### src/rtl/if_stage_if.sv
// Pre-IF / ICache / decode signals around the fetch stage.
// master drives the stage inputs (pipeline or bench), slave is the fetch stage itself.
interface if_stage_if;
  logic [31:0] nextpc;
  logic [5:0]  ps_to_fs_bus;
  logic        inst_valid;
  logic        inst_addr_ok;
  logic        inst_data_ok;
  logic [31:0] inst_rdata;
  logic        ds_allowin;
  logic        flush;
  logic        ds_ex;
  logic        es_ex;
  logic        m1s_ex;
  logic        fs_allowin;
  logic [31:0] fs_pc;
  logic        fs_to_ds_valid;
  logic [69:0] fs_to_ds_bus;

  modport master (
    output nextpc, ps_to_fs_bus, inst_valid, inst_addr_ok, inst_data_ok,
           inst_rdata, ds_allowin, flush, ds_ex, es_ex, m1s_ex,
    input  fs_allowin, fs_pc, fs_to_ds_valid, fs_to_ds_bus
  );

  modport slave (
    input  nextpc, ps_to_fs_bus, inst_valid, inst_addr_ok, inst_data_ok,
           inst_rdata, ds_allowin, flush, ds_ex, es_ex, m1s_ex,
    output fs_allowin, fs_pc, fs_to_ds_valid, fs_to_ds_bus
  );
endinterface

### src/rtl/if_stage.sv
// Instruction fetch stage: holds one fetched PC, waits for its ICache data (or an
// exception), and hands {ex, exctype, inst, pc} to decode with a valid/allowin handshake.
module if_stage #(
  parameter logic [31:0] RESET_PC = 32'hbfbffffc
) (
  input  logic      clk,
  input  logic      reset,
  if_stage_if.slave bus
);
  // Handshake: a stage transfers on a cycle where its valid and the consumer's
  // allowin are both high; a fetch request transfers when inst_valid & inst_addr_ok.

  logic        fs_valid_q, fs_valid_d;
  logic [31:0] fs_pc_q, fs_pc_d;
  logic        fs_ex_q, fs_ex_d;
  logic [4:0]  fs_exctype_q, fs_exctype_d;
  logic        pending_q, pending_d;
  logic        discard_q, discard_d;
  logic        buf_valid_q, buf_valid_d;
  logic [31:0] inst_buf_q, inst_buf_d;

  logic        ex_block;
  logic        fs_ready_go;
  logic        fs_allowin;
  logic        fs_to_ds_valid;
  logic        req_fire;
  logic        adel_fire;
  logic        transfer;
  logic        data_take;
  logic        data_drop;
  logic [31:0] fs_inst;

  always_comb begin
    ex_block       = bus.ds_ex | bus.es_ex | bus.m1s_ex;
    data_drop      = discard_q & bus.inst_data_ok;
    data_take      = pending_q & bus.inst_data_ok & ~discard_q;
    fs_ready_go    = fs_valid_q & (buf_valid_q | (bus.inst_data_ok & ~discard_q)
                                   | (fs_ex_q & ~pending_q));
    fs_allowin     = ~fs_valid_q | (fs_ready_go & bus.ds_allowin);
    fs_to_ds_valid = fs_valid_q & fs_ready_go & ~bus.flush;
    transfer       = fs_to_ds_valid & bus.ds_allowin;
    req_fire       = bus.inst_valid & bus.inst_addr_ok & fs_allowin;
    adel_fire      = fs_allowin & (bus.nextpc[1:0] != 2'b00) & ~ex_block
                     & ~bus.flush & ~req_fire;
    if (fs_ex_q)
      fs_inst = 32'h0;
    else if (buf_valid_q)
      fs_inst = inst_buf_q;
    else
      fs_inst = bus.inst_rdata;
  end

  // Later assignments win: capture, then transfer, then flush, then a new fire.
  always_comb begin
    fs_valid_d   = fs_valid_q;
    fs_pc_d      = fs_pc_q;
    fs_ex_d      = fs_ex_q;
    fs_exctype_d = fs_exctype_q;
    pending_d    = pending_q;
    discard_d    = discard_q;
    buf_valid_d  = buf_valid_q;
    inst_buf_d   = inst_buf_q;

    if (data_drop)
      discard_d = 1'b0;

    if (data_take) begin
      pending_d   = 1'b0;
      buf_valid_d = 1'b1;
      inst_buf_d  = bus.inst_rdata;
    end

    if (transfer) begin
      fs_valid_d  = 1'b0;
      buf_valid_d = 1'b0;
      fs_ex_d     = 1'b0;
    end

    // A request still outstanding at flush time must have its data swallowed later.
    if (bus.flush) begin
      fs_valid_d  = 1'b0;
      buf_valid_d = 1'b0;
      fs_ex_d     = 1'b0;
      if (pending_d)
        discard_d = 1'b1;
      pending_d   = 1'b0;
    end

    if (req_fire) begin
      fs_valid_d   = 1'b1;
      fs_pc_d      = bus.nextpc;
      fs_ex_d      = bus.ps_to_fs_bus[5];
      fs_exctype_d = bus.ps_to_fs_bus[4:0];
      pending_d    = 1'b1;
      buf_valid_d  = 1'b0;
    end else if (adel_fire) begin
      fs_valid_d   = 1'b1;
      fs_pc_d      = bus.nextpc;
      fs_ex_d      = 1'b1;
      fs_exctype_d = 5'h04;
      pending_d    = 1'b0;
      buf_valid_d  = 1'b0;
    end
  end

  always_ff @(posedge clk) begin
    if (reset) begin
      fs_valid_q   <= 1'b0;
      fs_pc_q      <= RESET_PC;
      fs_ex_q      <= 1'b0;
      fs_exctype_q <= 5'h0;
      pending_q    <= 1'b0;
      discard_q    <= 1'b0;
      buf_valid_q  <= 1'b0;
      inst_buf_q   <= 32'h0;
    end else begin
      fs_valid_q   <= fs_valid_d;
      fs_pc_q      <= fs_pc_d;
      fs_ex_q      <= fs_ex_d;
      fs_exctype_q <= fs_exctype_d;
      pending_q    <= pending_d;
      discard_q    <= discard_d;
      buf_valid_q  <= buf_valid_d;
      inst_buf_q   <= inst_buf_d;
    end
  end

  assign bus.fs_allowin     = fs_allowin;
  assign bus.fs_pc          = fs_pc_q;
  assign bus.fs_to_ds_valid = fs_to_ds_valid;
  assign bus.fs_to_ds_bus   = {fs_ex_q, fs_exctype_q, fs_inst, fs_pc_q};

endmodule

### src/flat_wrapper.sv
// flat-port wrapper written by rule: the top's interface ports become plain ports
module if_stage_flat 
#(
  parameter logic [31:0] RESET_PC = 32'hbfbffffc
)
  (clk, reset, bus_nextpc, bus_ps_to_fs_bus, bus_inst_valid, bus_inst_addr_ok, bus_inst_data_ok, bus_inst_rdata, bus_ds_allowin, bus_flush, bus_ds_ex, bus_es_ex, bus_m1s_ex, bus_fs_allowin, bus_fs_pc, bus_fs_to_ds_valid, bus_fs_to_ds_bus);
  if_stage_if bus_i ();
  input  logic clk;
  input  logic reset;
  input wire logic [$bits(bus_i.nextpc)-1:0] bus_nextpc;
  input wire logic [$bits(bus_i.ps_to_fs_bus)-1:0] bus_ps_to_fs_bus;
  input wire logic [$bits(bus_i.inst_valid)-1:0] bus_inst_valid;
  input wire logic [$bits(bus_i.inst_addr_ok)-1:0] bus_inst_addr_ok;
  input wire logic [$bits(bus_i.inst_data_ok)-1:0] bus_inst_data_ok;
  input wire logic [$bits(bus_i.inst_rdata)-1:0] bus_inst_rdata;
  input wire logic [$bits(bus_i.ds_allowin)-1:0] bus_ds_allowin;
  input wire logic [$bits(bus_i.flush)-1:0] bus_flush;
  input wire logic [$bits(bus_i.ds_ex)-1:0] bus_ds_ex;
  input wire logic [$bits(bus_i.es_ex)-1:0] bus_es_ex;
  input wire logic [$bits(bus_i.m1s_ex)-1:0] bus_m1s_ex;
  output wire logic [$bits(bus_i.fs_allowin)-1:0] bus_fs_allowin;
  output wire logic [$bits(bus_i.fs_pc)-1:0] bus_fs_pc;
  output wire logic [$bits(bus_i.fs_to_ds_valid)-1:0] bus_fs_to_ds_valid;
  output wire logic [$bits(bus_i.fs_to_ds_bus)-1:0] bus_fs_to_ds_bus;
  assign bus_i.nextpc = bus_nextpc;
  assign bus_i.ps_to_fs_bus = bus_ps_to_fs_bus;
  assign bus_i.inst_valid = bus_inst_valid;
  assign bus_i.inst_addr_ok = bus_inst_addr_ok;
  assign bus_i.inst_data_ok = bus_inst_data_ok;
  assign bus_i.inst_rdata = bus_inst_rdata;
  assign bus_i.ds_allowin = bus_ds_allowin;
  assign bus_i.flush = bus_flush;
  assign bus_i.ds_ex = bus_ds_ex;
  assign bus_i.es_ex = bus_es_ex;
  assign bus_i.m1s_ex = bus_m1s_ex;
  assign bus_fs_allowin = bus_i.fs_allowin;
  assign bus_fs_pc = bus_i.fs_pc;
  assign bus_fs_to_ds_valid = bus_i.fs_to_ds_valid;
  assign bus_fs_to_ds_bus = bus_i.fs_to_ds_bus;
  if_stage #(.RESET_PC(RESET_PC)) u_core (.clk(clk), .reset(reset), .bus(bus_i));
endmodule
### config.mk
export PLATFORM = sky130hd
export DESIGN_NAME = if_stage_flat
export DESIGN_NICKNAME = d
export VERILOG_FILES = /design/src/rtl/if_stage_if.sv /design/src/rtl/if_stage.sv /design/src/flat_wrapper.sv
export SDC_FILE = /design/constraint.sdc
export NUM_CORES = 1
export LEC_CHECK = 0
export ABC_AREA = 1
export BUFFER_PORTS_ARGS = -buffer_cell sky130_fd_sc_hd__buf_2
export CAP_MARGIN = 10
export CORE_MARGIN = 2
export CORE_UTILIZATION = 35
export CTS_CLUSTER_DIAMETER = 120
export DETAILED_ROUTE_END_ITERATION = 10
export PLACE_DENSITY = 0.61
export SETUP_SLACK_MARGIN = 0.05
export SLEW_MARGIN = 10
export SYNTH_ARGS = -nofsm -noshare
export SYNTH_HDL_FRONTEND = slang
export SYNTH_SLANG_ARGS = --single-unit
### constraint.sdc
create_clock -name clk -period 3.3 [get_ports clk]
set_clock_uncertainty 0.05 [all_clocks]
set_input_delay 0.99 -clock clk [delete_from_list [all_inputs] [get_ports clk]]
set_output_delay 0.99 -clock clk [all_outputs]
set_load 0.02 [all_outputs]
# Word-level counts from Yosys, hierarchy flattened
# Cells that the tools add are included.
totals:
  register_bits: 74
  output_inout_bits: 104
op_classes:
  mux: 18
  n_bitwise: 27
  reduce_logical: 4
ops:
  columns: ["op", "count"]
  rows:
  - ["$mux W32", 4]
  - ["$and A1 B1 Y1", 16]
  - ["$mux W1", 12]
  - ["$mux W5", 2]
  - ["$not A1 Y1", 6]
  - ["$or A1 B1 Y1", 5]
  - ["$reduce_or A5 Y1", 1]
  - ["$reduce_bool A2 Y1", 2]
  - ["$reduce_bool A4 Y1", 1]

# Depth between registers and ports, before layout
depth:
  word_depth: 13
  ltp_mapped: 11
  depth_no_buf: 9

# Worst setup path after synthesis
# OpenSTA, ideal clock, no wires.
synth_timing:
  path_type: "input-to-output"
  from: "input bus_inst_rdata[1]"
  to: "output bus_fs_to_ds_bus[33]"
  path_slack_ns: 0.871
  required_ns: 2.260
  arrival_ns: 1.389
  cell_stages: 2
  path_buffers: 0
  path_cell_list: "nand2_1 -> a21oi_1"
synth_between:
  elab_chain_len: 2
synth_lines:
  columns: ["element", "line", "text"]
  rows:
  - ["start: declaration", "flat_wrapper.sv:15", "input wire logic [$bits(bus_i.inst_rdata)-1:0] bus_inst_rdata;"]
  - ["$mux W32", "if_stage.sv:47", "else if (buf_valid_q)"]
  - ["$mux W32", "if_stage.sv:45", "if (fs_ex_q)"]
  - ["end: declaration", "flat_wrapper.sv:24", "output wire logic [$bits(bus_i.fs_to_ds_bus)-1:0] bus_fs_to_ds_bus;"]
# No other way between the ends.

# Worst setup path after layout
layout_timing:
  from: "input bus_inst_data_ok"
  to: "output bus_fs_allowin"
layout_between:
  elab_chain_len: 6
layout_lines:
  columns: ["element", "line", "text"]
  rows:
  - ["start: declaration", "flat_wrapper.sv:14", "input wire logic [$bits(bus_i.inst_data_ok)-1:0] bus_inst_data_ok;"]
  - ["$and A1 B1 Y1", "if_stage.sv:37", "fs_ready_go = fs_valid_q & (buf_valid_q | (bus.inst_data_ok & ~discard_q)"]
  - ["$or A1 B1 Y1", "if_stage.sv:37", null]
  - ["$or A1 B1 Y1", "if_stage.sv:38", "| (fs_ex_q & ~pending_q));"]
  - ["$and A1 B1 Y1", "if_stage.sv:37", null]
  - ["$and A1 B1 Y1", "if_stage.sv:39", "fs_allowin = ~fs_valid_q | (fs_ready_go & bus.ds_allowin);"]
  - ["$or A1 B1 Y1", "if_stage.sv:39", null]
  - ["end: declaration", "flat_wrapper.sv:21", "output wire logic [$bits(bus_i.fs_allowin)-1:0] bus_fs_allowin;"]
# No other way between the ends.

==> flow_summary.toml <==
[place]
port_buffers = 183
dpl-instance-area_sq_um = 4168
place_inst = 754
place_congestion = 0.7725
hpwl_microns = 6301

[cells_and_area]
fillers = 1025
fin_cells = 770
final_layout_size_suffix_gt1_frac = 0.3501
final_nets = 712
area.growth.synth_to_final_pct = 29.06
fin_area_sq_um = 4434
diodes = 0

[setup_path]
cp_top_family = "simple AND/OR/NAND/NOR gates"
cp_cell_sequence = "buf_2 -> nand2_1 -> nand3_4 -> nand2_4 -> nand2_4 -> buf_2"
crit_type = "in2out"
critical_path.max_fanout = 6
cp_slowest_stage_delay_ps = 180
slowest_stage = "buf_2"
critPathLaunchType = "primary input"
crit_arrival_ps = 1690
end_kind = "primary output"
path_buf_inv = 2
crit_required_ps = 2260

[synthesis]
synth_nets = 577
synth-simple-area-share = 0.3227
synth_fa_ha_area_frac = 0
synth_top_family_by_area = "simple AND/OR/NAND/NOR gates"
syn_area_per_cell_sq_um = 6.913
synthCells = 497
ys_seq_elements = 74
synthXorXnorAreaFrac = 0
synth_cell_types = 19
yosysWarnings = 0
synth-compound-area-share = 0.1125
synth-seq-area-share = 0.4312
syn_area_sq_um = 3436
synthMuxAreaShare = 0

[timing]
worst_slew_pin_slew_ps = 565.3
max_freq_ghz = 0.3665
drv_slew = 0
post-route-period-util = 0.8268
hold_viol_final = 0
tns_ps = 0
setup_viol = 0
grt_setup_unrepaired = "no"
slew_headroom = 0.6226
finalCriticalPeriod_ps = 2728

[clocking]
htreeDepth = 3
postCtsSetupRepairBufs = 0
cts_tree = "built"
clkTransAtPathRegs_ps = 70
cts-root-buf = "clkbuf_8"
clock_sinks = 74
cts_resized = 0
clk_latency_ps = 330
postCtsHoldBufs = 0
cts_buffers = 9
clk_path_buf_depth = 2

[grt]
grt-ovfl-total = 0
grt_pass1_wl_microns = 13980
grt_pass1_vias = 3016
grt_max_degree = 43
antenna_found_initial = 0
grt_usage = 0.1664

[die]
floorplan.initialDensity = 0.3564
io_pins = 184
die_h_microns = 103.1
die_area_sq_um = 10630
core_sq_um = 9639
die_width_microns = 103.1
core.rowCount = 36

[route]
drt_wl_total_microns = 9226
antenna_left = 0
drc = 0
via_count = 3471
vias_per_cell = 4.508
wire_per_inst_microns = 11.98
drt-initial-drc-count = 120
dr.pass1.iters = 4

[power]
finalPower_uw = 2375
power.leakage_uw = 0.002266
max-vdd-ir-drop_mv = 0.3629
pwr_density_cell_nw_per_um2 = 535.7

[hold_path]
hold_path_class = "reg2reg"

[outcome]
status = "finished clean"

[flow_run]
maxCapViolCount = 0
==> Yosys cell counts <==
master | instances | area [sq um]
buf_4 | 35 | 262.8
o21ai_0 | 33 | 165.2
nor2_1 | 82 | 307.8
dfxtp_1 | 74 | 1481
o21ai_4 | 1 | 16.27
inv_1 | 13 | 48.80
nand2_1 | 137 | 514.2
nand3_4 | 1 | 17.52
or2_2 | 1 | 6.260
nand3_1 | 34 | 170.2
nand2_2 | 10 | 62.56
a21oi_1 | 41 | 205.2
buf_6 | 2 | 22.52
nand2_4 | 2 | 22.52
buf_2 | 6 | 30.03
clkbuf_1 | 22 | 82.58
inv_6 | 1 | 8.760
nand3b_1 | 1 | 7.510
inv_2 | 1 | 3.750
==> per-stage QoR <==
step                setup WS [ps]  utilization  hold slack, ps
floorplan                   871.0            -           427.7
global placement            599.6       0.4324           398.1
detailed placement          568.9       0.4324           403.7
CTS                         568.5       0.4600           416.3
global route                524.5       0.4600           455.4
finish                      571.7       0.4600           413.0
==> where the power goes <==
part           internal [uW]  switching [uW]  total [uW]
clock                    599             324         923
combinational            163             306         469
sequential               949            33.7         983
==> cell usage in the layout (no fill, tap or decap) <==
cell type	count
nand3_4	1
o21ai_4	1
nand2_4	2
nor2_2	1
inv_2	2
a21oi_1	41
nand3b_1	1
dfxtp_1	74
clkbuf_8	10
nor2_1	81
o21ai_0	33
bufinv_16	4
nand2_1	137
or2_2	1
nand2_2	10
buf_2	183
inv_1	12
nand3_1	34
buf_4	6
clkinv_2	1
clkbuf_1	1
inv_6	1
==> final cells by class <==
| type | instances | area, sq um | share of cell area |
|---|---|---|---|
| inverters | 15 | 61.31 | 0.01383 |
| well taps | 133 | 166.4 | 0.03753 |
| multi-input cells | 343 | 1498 | 0.3378 |
| clock buffers | 11 | 141.4 | 0.03188 |
| repair buffers | 189 | 960.9 | 0.2167 |
| clock inverters | 5 | 125.1 | 0.02822 |
| flip-flops and latches | 74 | 1481 | 0.3341 |
==> per-layer routing <==
metal,track usage,share of wire
met1,0.2039,0.45
met2,0.2832,0.46
met3,0.04881,0.080
met4,0.04858,0.0091
met5,0,0
==> worst reg2reg max path, stage by stage (launching register included) <==
cell and delay (ps):
dfxtp_1 350, inv_6 230, nand3_4 130, nand2_4 90, nand2_4 70, o21ai_4 70
buf_4 400, nand2_1 100, nand2_1 80, nor2_1 40
==> final timing paths <==
check                                                    startpoint                             endpoint  slack, ps  cells after the start
worst min register to register  u_core.fs_exctype_q[4]$_SDFFE_PP0P_  u_core.fs_exctype_q[4]$_SDFFE_PP0P_        410                      2
worst max-delay path                               bus_inst_data_ok                       bus_fs_allowin        570                      6
worst min-delay path            u_core.fs_exctype_q[4]$_SDFFE_PP0P_  u_core.fs_exctype_q[4]$_SDFFE_PP0P_        410                      2
worst max register to register      u_core.buf_valid_q$_SDFFE_PP0P_    u_core.bus.fs_pc[22]$_SDFFE_PP0P_       1600                      9
==> flip-flops by register name, indices dropped and copies added (netlist names) <==
signal / count
u_core.bus.fs_pc: 32
u_core.inst_buf_q: 32
u_core.fs_exctype_q: 5
u_core.buf_valid_q: 1
u_core.discard_q: 1
u_core.fs_ex_q: 1
u_core.fs_valid_q: 1
u_core.pending_q: 1
==> cell families after synthesis <==
| group | count (synthesis) |
|---|---|
| AND/OR/NAND/NOR | 268 |
| flip-flops | 74 |
| buffers and inverters | 80 |
| AO/OA/AOI/OAI | 75 |
No activity file was read; power rests on OpenSTA's default activity.
